**config.mk**
```make
export PLATFORM = sky130hd
export DESIGN_NAME = i2s_tx_ctrl
export DESIGN_NICKNAME = d
export VERILOG_FILES = /design/src/rtl/i2s_tx_ctrl.sv
export SDC_FILE = /design/constraint.sdc
export NUM_CORES = 1
export LEC_CHECK = 0
export BUFFER_PORTS_ARGS = -buffer_cell sky130_fd_sc_hd__buf_2
export CAP_MARGIN = 20
export CORE_UTILIZATION = 60
export DETAILED_ROUTE_END_ITERATION = 7
export PLACE_DENSITY = 0.84
export SYNTH_ARGS = -nofsm -noshare
export SYNTH_HDL_FRONTEND = slang
export SYNTH_SLANG_ARGS = --single-unit
```
**constraint.sdc**
```tcl
create_clock -name wb_clk -period 8.04 [get_ports wb_clk]
set_input_delay 0.804 -clock wb_clk [delete_from_list [all_inputs] [get_ports wb_clk]]
set_output_delay 0.804 -clock wb_clk [all_outputs]
set_load 0.03 [all_outputs]
```
**src/rtl/i2s_tx_ctrl.sv**
```systemverilog
`default_nettype none
// ============================================================================
// Module      : i2s_tx_ctrl
// Description : I2S transmit sequencer: SCK/WS generation from a programmable
//               prescaler, single-entry sample buffer and underrun accounting.
// Revision    : 1.0 - initial release
// ============================================================================
module i2s_tx_ctrl #(
    parameter int WB_DW    = 32,
    parameter int SAMPLE_W = 16
) (
    input  logic                  wb_clk,
    input  logic                  rst,
    input  logic [WB_DW-1:0]      prescaler,
    input  logic [2*SAMPLE_W-1:0] sample_i,
    input  logic                  sample_valid_i,
    output logic                  sample_ready_o,
    output logic                  i2s_sck_o,
    output logic                  i2s_ws_o,
    output logic                  i2s_sd_o,
    output logic                  frame_o,
    output logic                  underrun_o,
    output logic [15:0]           underrun_cnt_o
);

    localparam int FRAME_W = 2 * SAMPLE_W;
    localparam int BCW     = $clog2(FRAME_W);
    localparam logic [BCW-1:0] BIT_LAST = BCW'(FRAME_W - 1);
    localparam logic [BCW-1:0] HALF     = BCW'(SAMPLE_W);

    typedef enum logic [0:0] {
        ST_IDLE = 1'b0,
        ST_RUN  = 1'b1
    } state_t;

    state_t               state;
    state_t               state_nxt;
    logic [WB_DW-1:0]     div_cnt;
    logic                 sck;
    logic                 ws;
    logic                 sd;
    logic                 frame;
    logic                 underrun;
    logic [15:0]          underrun_cnt;
    logic [BCW-1:0]       bit_cnt;
    logic [FRAME_W-1:0]   shifter;
    logic [FRAME_W-1:0]   hold;
    logic                 hold_valid;

    logic                 run;
    logic                 wrap;
    logic                 fall;
    logic                 load;
    logic                 accept;
    logic [BCW-1:0]       bit_nxt;
    logic [BCW-1:0]       sd_idx;
    logic [BCW-1:0]       ws_idx;
    logic [FRAME_W-1:0]   frame_val;

    always_comb begin
        state_nxt = state;
        case (state)
            ST_IDLE: if (prescaler != '0) state_nxt = ST_RUN;
            ST_RUN:  if (prescaler == '0) state_nxt = ST_IDLE;
            default: state_nxt = ST_IDLE;
        endcase
    end

    // The datapath follows the next state so a disable takes effect on the very next edge.
    always_comb begin
        run       = (state_nxt == ST_RUN);
        wrap      = run && (div_cnt >= (prescaler - WB_DW'(1)));
        fall      = wrap && sck;
        bit_nxt   = (bit_cnt == BIT_LAST) ? '0 : bit_cnt + 1'b1;
        load      = fall && (bit_nxt == '0);
        frame_val = load ? (hold_valid ? hold : '0) : shifter;
        sd_idx    = BIT_LAST - bit_nxt;
        ws_idx    = (bit_nxt == BIT_LAST) ? '0 : bit_nxt + 1'b1;
        accept    = sample_valid_i && !hold_valid;
    end

    always_ff @(posedge wb_clk) begin
        if (rst) begin
            state        <= ST_IDLE;
            div_cnt      <= '0;
            sck          <= 1'b0;
            ws           <= 1'b0;
            sd           <= 1'b0;
            frame        <= 1'b0;
            underrun     <= 1'b0;
            underrun_cnt <= '0;
            bit_cnt      <= BIT_LAST;
            shifter      <= '0;
            hold         <= '0;
            hold_valid   <= 1'b0;
        end else begin
            state    <= state_nxt;
            frame    <= 1'b0;
            underrun <= 1'b0;

            if (!run) begin
                div_cnt <= '0;
                sck     <= 1'b0;
                ws      <= 1'b0;
                sd      <= 1'b0;
                bit_cnt <= BIT_LAST;
            end else if (wrap) begin
                div_cnt <= '0;
                sck     <= ~sck;
                if (fall) begin
                    bit_cnt <= bit_nxt;
                    sd      <= frame_val[sd_idx];
                    ws      <= (ws_idx >= HALF);
                    if (load) begin
                        shifter <= frame_val;
                        frame   <= 1'b1;
                        if (!hold_valid) begin
                            underrun <= 1'b1;
                            if (underrun_cnt != 16'hFFFF)
                                underrun_cnt <= underrun_cnt + 1'b1;
                        end
                    end
                end
            end else begin
                div_cnt <= div_cnt + 1'b1;
            end

            // A load that finds the buffer empty still lets a same-cycle accept fill it.
            if (load && hold_valid) begin
                hold_valid <= 1'b0;
            end else if (accept) begin
                hold       <= sample_i;
                hold_valid <= 1'b1;
            end
        end
    end

    assign sample_ready_o = !hold_valid;
    assign i2s_sck_o      = sck;
    assign i2s_ws_o       = ws;
    assign i2s_sd_o       = sd;
    assign frame_o        = frame;
    assign underrun_o     = underrun;
    assign underrun_cnt_o = underrun_cnt;

endmodule
`default_nettype wire

```
Word level (Yosys, flattened, before mapping) --
Cells that the tools add are included.
Cells by class: shift-type cells 0, bitwise gates (word level) 8, reductions and logical operators 18, multipliers 0, divide/modulo/power cells 0, magnitude comparators 3, $add $sub $neg 6, mux-type cells 11, eq/ne operators 3
Operators by type and width (number):
- 2-to-1 mux 32 bit | 2
- adder 32 x 1 -> 32 bit (second input constant) | 1
- >= comparator 32 bit | 1
- logical NOT 32 bit | 1
- nonzero test 32 bit | 1
- subtractor 32 x 1 -> 32 bit (second input constant) | 1
- adder 16 x 1 -> 16 bit (second input constant) | 1
- != test 16 bit (second input constant) | 1
- adder 5 x 1 -> 5 bit (second input constant) | 2
- equality test 5 bit (second input constant) | 2
- 2-to-1 mux 5 bit | 2
- inverter 1 bit | 8
- less-than comparator 5 x 6 -> 1 bit (second input constant) | 1
- AND reduction 6 bit | 1
- binary-select mux 1 bit (select 5 bit) | 1
- >= comparator 5 bit (second input constant) | 1
- logical AND 1 bit | 5
- logical NOT 5 bit | 1
- 2-to-1 mux 1 bit | 5
- OR reduction 5 bit | 1
- subtractor 5 bit (first input constant) | 1
- AND reduction 2 bit | 2
- AND reduction 4 bit | 1
- OR reduction 2 bit | 2
- other kinds (4) | 4
Storage, ports and cells: memories 0, ROM bits 0, output and inout bits 22, logic and storage cells 61, latch bits 0, bits of input ports 67, register bits 124, RAM bits 0

Longest topological paths before layout --
Gate-level depths: netlist (run 1).
depth after elaboration 9, depth in mapped cells 21, mapped depth without buffers 19

Worst setup path after synthesis (run 1) --
No wires, ideal clock.
path type input -> register, from input port prescaler[0], to register sd (netlist: i2s_sd_o), buffers on the path 0, data required time 7.904 ns, arrival 5.007 ns, setup slack 2.897 ns, stages on the path 19, library setup time 0.136 ns, path through inv_1 ha_1 or4b_1 nor3_1 nand3_1 or3_1 or3_1 xor2_1 ha_1 nand4_1 nor4_1 inv_1 a31oi_1 o211ai_4 nor2_4 mux4_2 or3_1 nand4_1 o2111ai_1
On the way: longest elaborated chain between the ends 9, elaborated cells on any way between the ends 16, classes of those cells add/sub (1); order compare (1); mux (6); bitwise (1); reduce/logical (7)
Ends and longest elaborated chain:
- start: declaration | line 14 | input logic [WB_DW-1:0] prescaler,
- parallel branches: the longest is 9 deep, another holds subtractor 32 x 1 -> 32 bit
- end signal: assignment | line 112 | sd <= frame_val[sd_idx];
- end: declaration | line 41 | logic sd;
Several ways; the timed one is not identified. The select of a mux whose other input is x is not followed. A chain may end at the register's enable or synchronous reset.

Worst setup path after layout (run 1) --
from input port prescaler[2], to register sd (netlist: i2s_sd_o)
Same word-level chain as after synthesis.

==> results.json, run 1 <==
{
  "start_util": 0.626,
  "ios": 89,
  "grt_pass1_wl_microns": 24700,
  "dr.first_iter.drc_count": 359,
  "vias_per_cell": 5.66,
  "route.detailed.drc": 0,
  "period_share": 0.720,
  "n_antenna_cell": 0,
  "rsz0062_at_grt": "false",
  "synth-compound-area-share": 0.123,
  "drive_gt1_frac": 0.154,
  "powerDensity_nw_per_um2": 191,
  "hold_depth": 2,
  "maxCapViolCount": 0,
  "design_area_sq_um": 7650,
  "yosysWarnings": 0,
  "whs_endpoint": "shifter[2]",
  "cts_tree": "built",
  "antenna_found_initial": 0,
  "synthArstFlopShare": 0,
  "cp-start-kind": "input pin",
  "cts_sinks": 123,
  "grt_use_total": 0.274,
  "gp_routability_congestion": 0.938,
  "synth_flop_cell": "dfxtp_1",
  "leakage_uw": 0.00298,
  "preCtsSetupSlack_ns": 1.80,
  "slew_viol_final": 0,
  "synthTopCellsByArea": "dfxtp_1, nand2_1, ha_1",
  "ys_types": 57,
  "rows": 37,
  "cts_made_buffers": 17,
  "setup_slack_ns": 2.25,
  "synthXorXnorAreaFrac": 0.0974,
  "syn_area_per_cell_sq_um": 7.90,
  "dpl.hpwl_microns": 10200,
  "min-delay-start": "shifter[2]",
  "die-area_sq_um": 11300,
  "drt_wl_total_microns": 14900,
  "fp.dieW_microns": 107,
  "core-area_sq_um": 10500,
  "yosys.area_share.adder": 0.0706,
  "ys_seq_area_frac": 0.376,
  "cts-root-buf": "clkbuf_8",
  "skew_ns": 0.00993,
  "ctsHoldBuffers": 0,
  "clockBufferDepth": 2,
  "end_kind": "flip-flop",
  "synth_fp_nets": 934,
  "clkTransAtPathRegs_ns": 0.06,
  "clock_latency_ns": 0.52,
  "postRouteAntennaNets": 0,
  "detail_route.wl_per_cell_microns": 14.2,
  "grt_max_degree": 87,
  "fin_setup_tns_ns": 0,
  "synthMuxAreaShare": 0.0166,
  "synth_top_family_by_area": "simple AND/OR/NAND/NOR gates",
  "yosysMostFrequentCell": "nand2_1",
  "setup-violations-final": 0,
  "port_buffers": 88,
  "syn_inst": 830,
  "synth_top_area_share": 0.376,
  "nNetsFinal": 1007,
  "worstSetupPathType": "input pin to flip-flop",
  "worst_slew_pin_slew_ns": 1.05,
  "ir_drop_mv": 0.156,
  "synth_enable_flop_cells": 0,
  "timing.fmax_mhz": 173,
  "layout_min_cycle_time_ns": 5.79,
  "die_h_microns": 107,
  "power_uw": 1460,
  "critPathRequiredTime_ns": 8.43,
  "syn_area_sq_um": 6550,
  "post_cts_buffers": 0,
  "yosys.area_share.simple": 0.285,
  "ys_ff_latch": 123,
  "rrSetupSlack_ns": 3.86,
  "grt_pass1_vias": 5471,
  "ctsHtreeMaxLevel": 4,
  "timing.rr.end": "i2s_sd_o",
  "via_count": 5952,
  "dpl-instance-area_sq_um": 7040,
  "area_growth_pct": 16.8,
  "fillers": 828,
  "drtPass1Iterations": 5,
  "relSlewSlack": 0.296,
  "hold_viol": 0,
  "synth_top_cell_by_area": "dfxtp_1",
  "hp-class": "flip-flop to flip-flop",
  "ctsResizeCount": 0,
  "reg2regPathDepth": 11,
  "crit_arrival_ns": 6.18,
  "r2r_start": "bit_cnt[0]",
  "synthTopCellsByCount": "nand2_1, dfxtp_1, nor2_1, a21oi_1, ha_1",
  "grt-ovfl-total": 0,
  "status": "finished clean",
  "path_max_fanout": 33
}
==> critical path, cell delays in order <==
cell and delay, ns:
buf_2 0.12, nor3_1 0.27, nor3b_1 0.46, nand2_1 0.19, nor2_1 0.19, nand2_1 0.13
or3_1 0.46, nor3b_1 0.26, xnor2_1 0.10, ha_1 0.32, nand4_1 0.16, nor4_1 0.28
inv_1 0.06, a31oi_1 0.35, o211a_1 0.41, nand2_1 0.69, a21oi_1 0.41, o311ai_0 0.16
o211ai_1 0.22, o2111ai_1 0.12
==> worst max path at each step <==
stage                       from       end  slack [ns]
floorplan           prescaler[0]  i2s_sd_o        2.90
finish              prescaler[2]  i2s_sd_o        2.25
global placement    prescaler[2]  i2s_sd_o        1.94
global route        prescaler[2]  i2s_sd_o        1.63
detailed placement  prescaler[2]  i2s_sd_o        1.80
CTS                 prescaler[2]  i2s_sd_o        2.32
==> flip-flops by register name, summed over array words and instances, names as in the netlist <==
| register | cells |
|---|---|
| div_cnt | 32 |
| i2s_sd_o | 1 |
| i2s_sck_o | 1 |
| underrun_cnt_o | 16 |
| bit_cnt | 5 |
| frame_o | 1 |
| hold | 32 |
| i2s_ws_o | 1 |
| shifter | 32 |
| hold_valid | 1 |
| underrun_o | 1 |
==> layout make-up <==
class | count | area [sq um] | share of cell area
clock buffers | 19 | 442 | 0.0577
repair buffers | 93 | 502 | 0.0656
inverters | 15 | 56.3 | 0.00736
flip-flops and latches | 123 | 2460 | 0.322
clock inverters | 12 | 138 | 0.0180
well taps | 136 | 170 | 0.0222
multi-input cells | 653 | 3880 | 0.507
==> through the flow <==
step           utilization  hold slack [ns]  instances
6_report             0.732            0.449       1051
3_5_place_dp         0.672            0.442       1018
5_1_grt              0.732            0.473       1051
2_1_floorplan            -            0.427        830
4_1_cts              0.728            0.453       1049
3_3_place_gp         0.672            0.436       1018
==> layout by cell type (no fill, tap or decap), types with 3 or more instances in the layout <==
master and n:
a21boi_0 5, a21oi_1 84, a31oi_1 5, and2_1 7, and3_1 11, and4_1 4
buf_2 88, buf_4 3, clkbuf_16 16, clkbuf_8 3, clkinv_4 3, dfxtp_1 123
ha_1 37, inv_1 15, inv_6 3, mux2i_1 3, mux4_2 3, nand2_1 154
nand3_1 34, nand4_1 15, nor2_1 103, nor2b_1 4, nor3_1 28, nor3b_1 3
nor4_1 6, o2111ai_1 3, o211ai_1 9, o21ai_0 18, or3_1 12, xnor2_1 35
xor2_1 36
==> routing by layer <==
layer | up-vias | wire length (microns) | GRT usage | part of all wire
met5 | - | 0 | 0 | 0
met4 | 0 | 206 | 0.0920 | 0.014
met3 | 17 | 710 | 0.0582 | 0.048
met2 | 185 | 7160 | 0.465 | 0.48
met1 | 2740 | 6850 | 0.345 | 0.46
li1 | 3010 | - | - | -
==> where the power goes <==
part           switching (uW)  internal (uW)  total [uW]
registers                7.45            621         629
logic                    56.1           36.9        92.9
clock network             282            458         740
total                     346           1120        1460
==> logic make-up after synthesis <==
| kind of cell | Yosys count |
|---|---|
| AOI/OAI and AO/OA | 138 |
| xor gates and xnor gates | 72 |
| adders and majority gates | 37 |
| buffers and inverters | 54 |
| DFF | 123 |
| muxes | 7 |
| and+or+nand+nor | 399 |
Power figures use the tool's default switching activity.
==> inputs of run 2 (changes only) <==
--- a/config.mk
+++ b/config.mk
@@ -7,9 +7,9 @@
 export LEC_CHECK = 0
 export BUFFER_PORTS_ARGS = -buffer_cell sky130_fd_sc_hd__buf_2
 export CAP_MARGIN = 20
-export CORE_UTILIZATION = 60
+export CORE_UTILIZATION = 58
 export DETAILED_ROUTE_END_ITERATION = 7
-export PLACE_DENSITY = 0.84
+export PLACE_DENSITY = 0.81
 export SYNTH_ARGS = -nofsm -noshare
 export SYNTH_HDL_FRONTEND = slang
 export SYNTH_SLANG_ARGS = --single-unit
==> constraint.sdc (replaced) <==
create_clock -name wb_clk -period 5.7 [get_ports wb_clk]
set_input_delay 0.57 -clock wb_clk [delete_from_list [all_inputs] [get_ports wb_clk]]
set_output_delay 0.57 -clock wb_clk [all_outputs]
set_load 0.03 [all_outputs]
==> run 2 against run 1 <==
Clock power grew 59%. Core utilization shrank 2.1 points. Cell count rose by 1.1%. Via count about the same. Non-clock buffer count rose by 8. Sequential share of layout area decreased by 0.46 points. Sequential power grew 41%. First-iteration DRC count increased by 12%. Register-to-register slack got worse by 2.1 ns.
==> results.json, run 2 (synthesis gave the netlist of run 1 again) <==
{
  "clockBufferDepth": 2,
  "rows": 38,
  "via_count": 5947,
  "post_cts_buffers": 0,
  "dpl.hpwl_microns": 10300,
  "drtPass1Iterations": 6,
  "hp-class": "input pin to flip-flop",
  "grt_pass1_wl_microns": 25200,
  "layout_commonest_cell": "nand2_1",
  "n_antenna_cell": 0,
  "worst_slew_pin_slew_ns": 0.985,
  "fp.dieW_microns": 108,
  "timing.fmax_mhz": 195,
  "crit_chain": "buf_2 > nor3_1 > nor3b_1 > buf_4 > nand2_1 > nor2_1 > nand2_1 > or3_1 > nor3_1 > xnor2_1 > ha_1 > nand4_1 > nor4_1 > inv_1 > a31oi_1 > o211ai_4 > nor2_4 > mux4_2 > or3_1 > nand4_1 > o2111ai_1",
  "setup_slack_ns": 0.576,
  "clock_latency_ns": 0.42,
  "ir_drop_mv": 0.208,
  "period_share": 0.899,
  "dp.cells": 1031,
  "core-area_sq_um": 10900,
  "grt_pass1_vias": 5419,
  "grt_max_degree": 87,
  "rsz0062_at_grt": "false",
  "layout_common_cells": "nand2_1, dfxtp_1, nor2_1, buf_2, a21oi_1",
  "die-area_sq_um": 11700,
  "slew_viol_final": 0,
  "skew_ns": 0.0142,
  "start_util": 0.599,
  "status": "finished clean",
  "layout_min_cycle_time_ns": 5.12,
  "worstSetupPathType": "input pin to flip-flop",
  "hold_viol": 0,
  "cp_top_family": "simple AND/OR/NAND/NOR gates",
  "end_kind": "flip-flop",
  "grt_use_total": 0.269,
  "cts_sinks": 123,
  "drive_gt1_frac": 0.161,
  "dr.first_iter.drc_count": 403,
  "gp_routability_congestion": 0.900,
  "leakage_uw": 0.00305,
  "antenna_found_initial": 0,
  "route.detailed.drc": 0,
  "max_stage_delay_ns": 0.53,
  "cts-root-buf": "clkbuf_16",
  "cts_made_buffers": 17,
  "ios": 89,
  "postRouteAntennaNets": 0,
  "rrSetupSlack_ns": 1.79,
  "largest_registers": "div_cnt (32), hold (32), shifter (32)",
  "port_buffers": 88,
  "drt_wl_total_microns": 15100,
  "critPathBufInv": 3,
  "area_growth_pct": 18.5,
  "cp-start-kind": "input pin",
  "stdcell_count": 1063,
  "path_max_fanout": 8,
  "cts_tree": "built",
  "fin_setup_tns_ns": 0,
  "relSlewSlack": 0.342,
  "grt-ovfl-total": 0,
  "ctsHoldBuffers": 0,
  "preCtsSetupSlack_ns": 0.225,
  "nNetsFinal": 1015,
  "powerDensity_nw_per_um2": 282,
  "maxCapViolCount": 0,
  "ctsHtreeMaxLevel": 4,
  "die_h_microns": 108,
  "hold-worst-slack_ns": 0.383,
  "crit_arrival_ns": 5.41,
  "ctsResizeCount": 0,
  "clkTransAtPathRegs_ns": 0.06,
  "critPathRequiredTime_ns": 5.99,
  "setup-violations-final": 0,
  "cp_slowest_cell": "mux4_2",
  "detail_route.wl_per_cell_microns": 14.2,
  "vias_per_cell": 5.59,
  "fin_util": 0.710
}
run 2: changes by cell type in the layout (fill, tap and decap cells not counted):
| cell | delta |
|---|---|
| buf_4 | +9 |
| bufinv_16 | +3 |
| clkbuf_8 | -3 |
| clkinv_4 | +2 |
| inv_6 | -2 |
| buf_16 | -1 |
| clkbuf_16 | +1 |
| clkinvlp_4 | -1 |
run 2: area by class of cell:
type | count | area [sq um]
Clock inverter | 14 | 220
Tap cell | 140 | 175
Inverter | 15 | 56.3
Clock buffer | 17 | 425
Multi-Input combinational cell | 653 | 3880
Fill cell | 884 | 3170
Sequential cell | 123 | 2460
Timing Repair Buffer | 101 | 542
run 2: report_power, final:
part / switching [uW] / internal [uW]
clock: 401 / 775
sequential: 10.4 / 876
combinational: 77.4 / 50.6
total: 489 / 1700
run 2: path summary, 6_finish.rpt:
path | startpoint | end | cells after the start
worst max-delay path | prescaler[2] | i2s_sd_o | 21
worst min-delay path | sample_i[29] | hold[29] | 3
worst max register to register | bit_cnt[0] | i2s_sd_o | 11
worst min register to register | shifter[18] | shifter[18] | 2
run 2: worst reg2reg max path, delay by kind of cell, from the launching register on:
kind	cells	cell delay (ns)
and+or+nand+nor	6	2.01
muxes	1	0.53
DFF	1	0.50
adders and majority gates	2	0.48
buffers and inverters	1	0.15
AOI/OAI and AO/OA	1	0.11
run 2: stage by stage:
| step | power (uW) | area [sq um] |
|---|---|---|
| 2_1_floorplan | 982 | 6550 |
| 3_5_place_dp | 1030 | 7110 |
| 5_1_grt | 2260 | 7760 |
| 6_report | 2190 | 7760 |
| 4_1_cts | 2200 | 7750 |
| 3_3_place_gp | 1030 | 7110 |
run 2: per-layer routing:
metal	routed length (microns)	global-route usage
met4	238	0.0927
met5	0	0
met3	749	0.0542
met1	7020	0.351
met2	7100	0.444
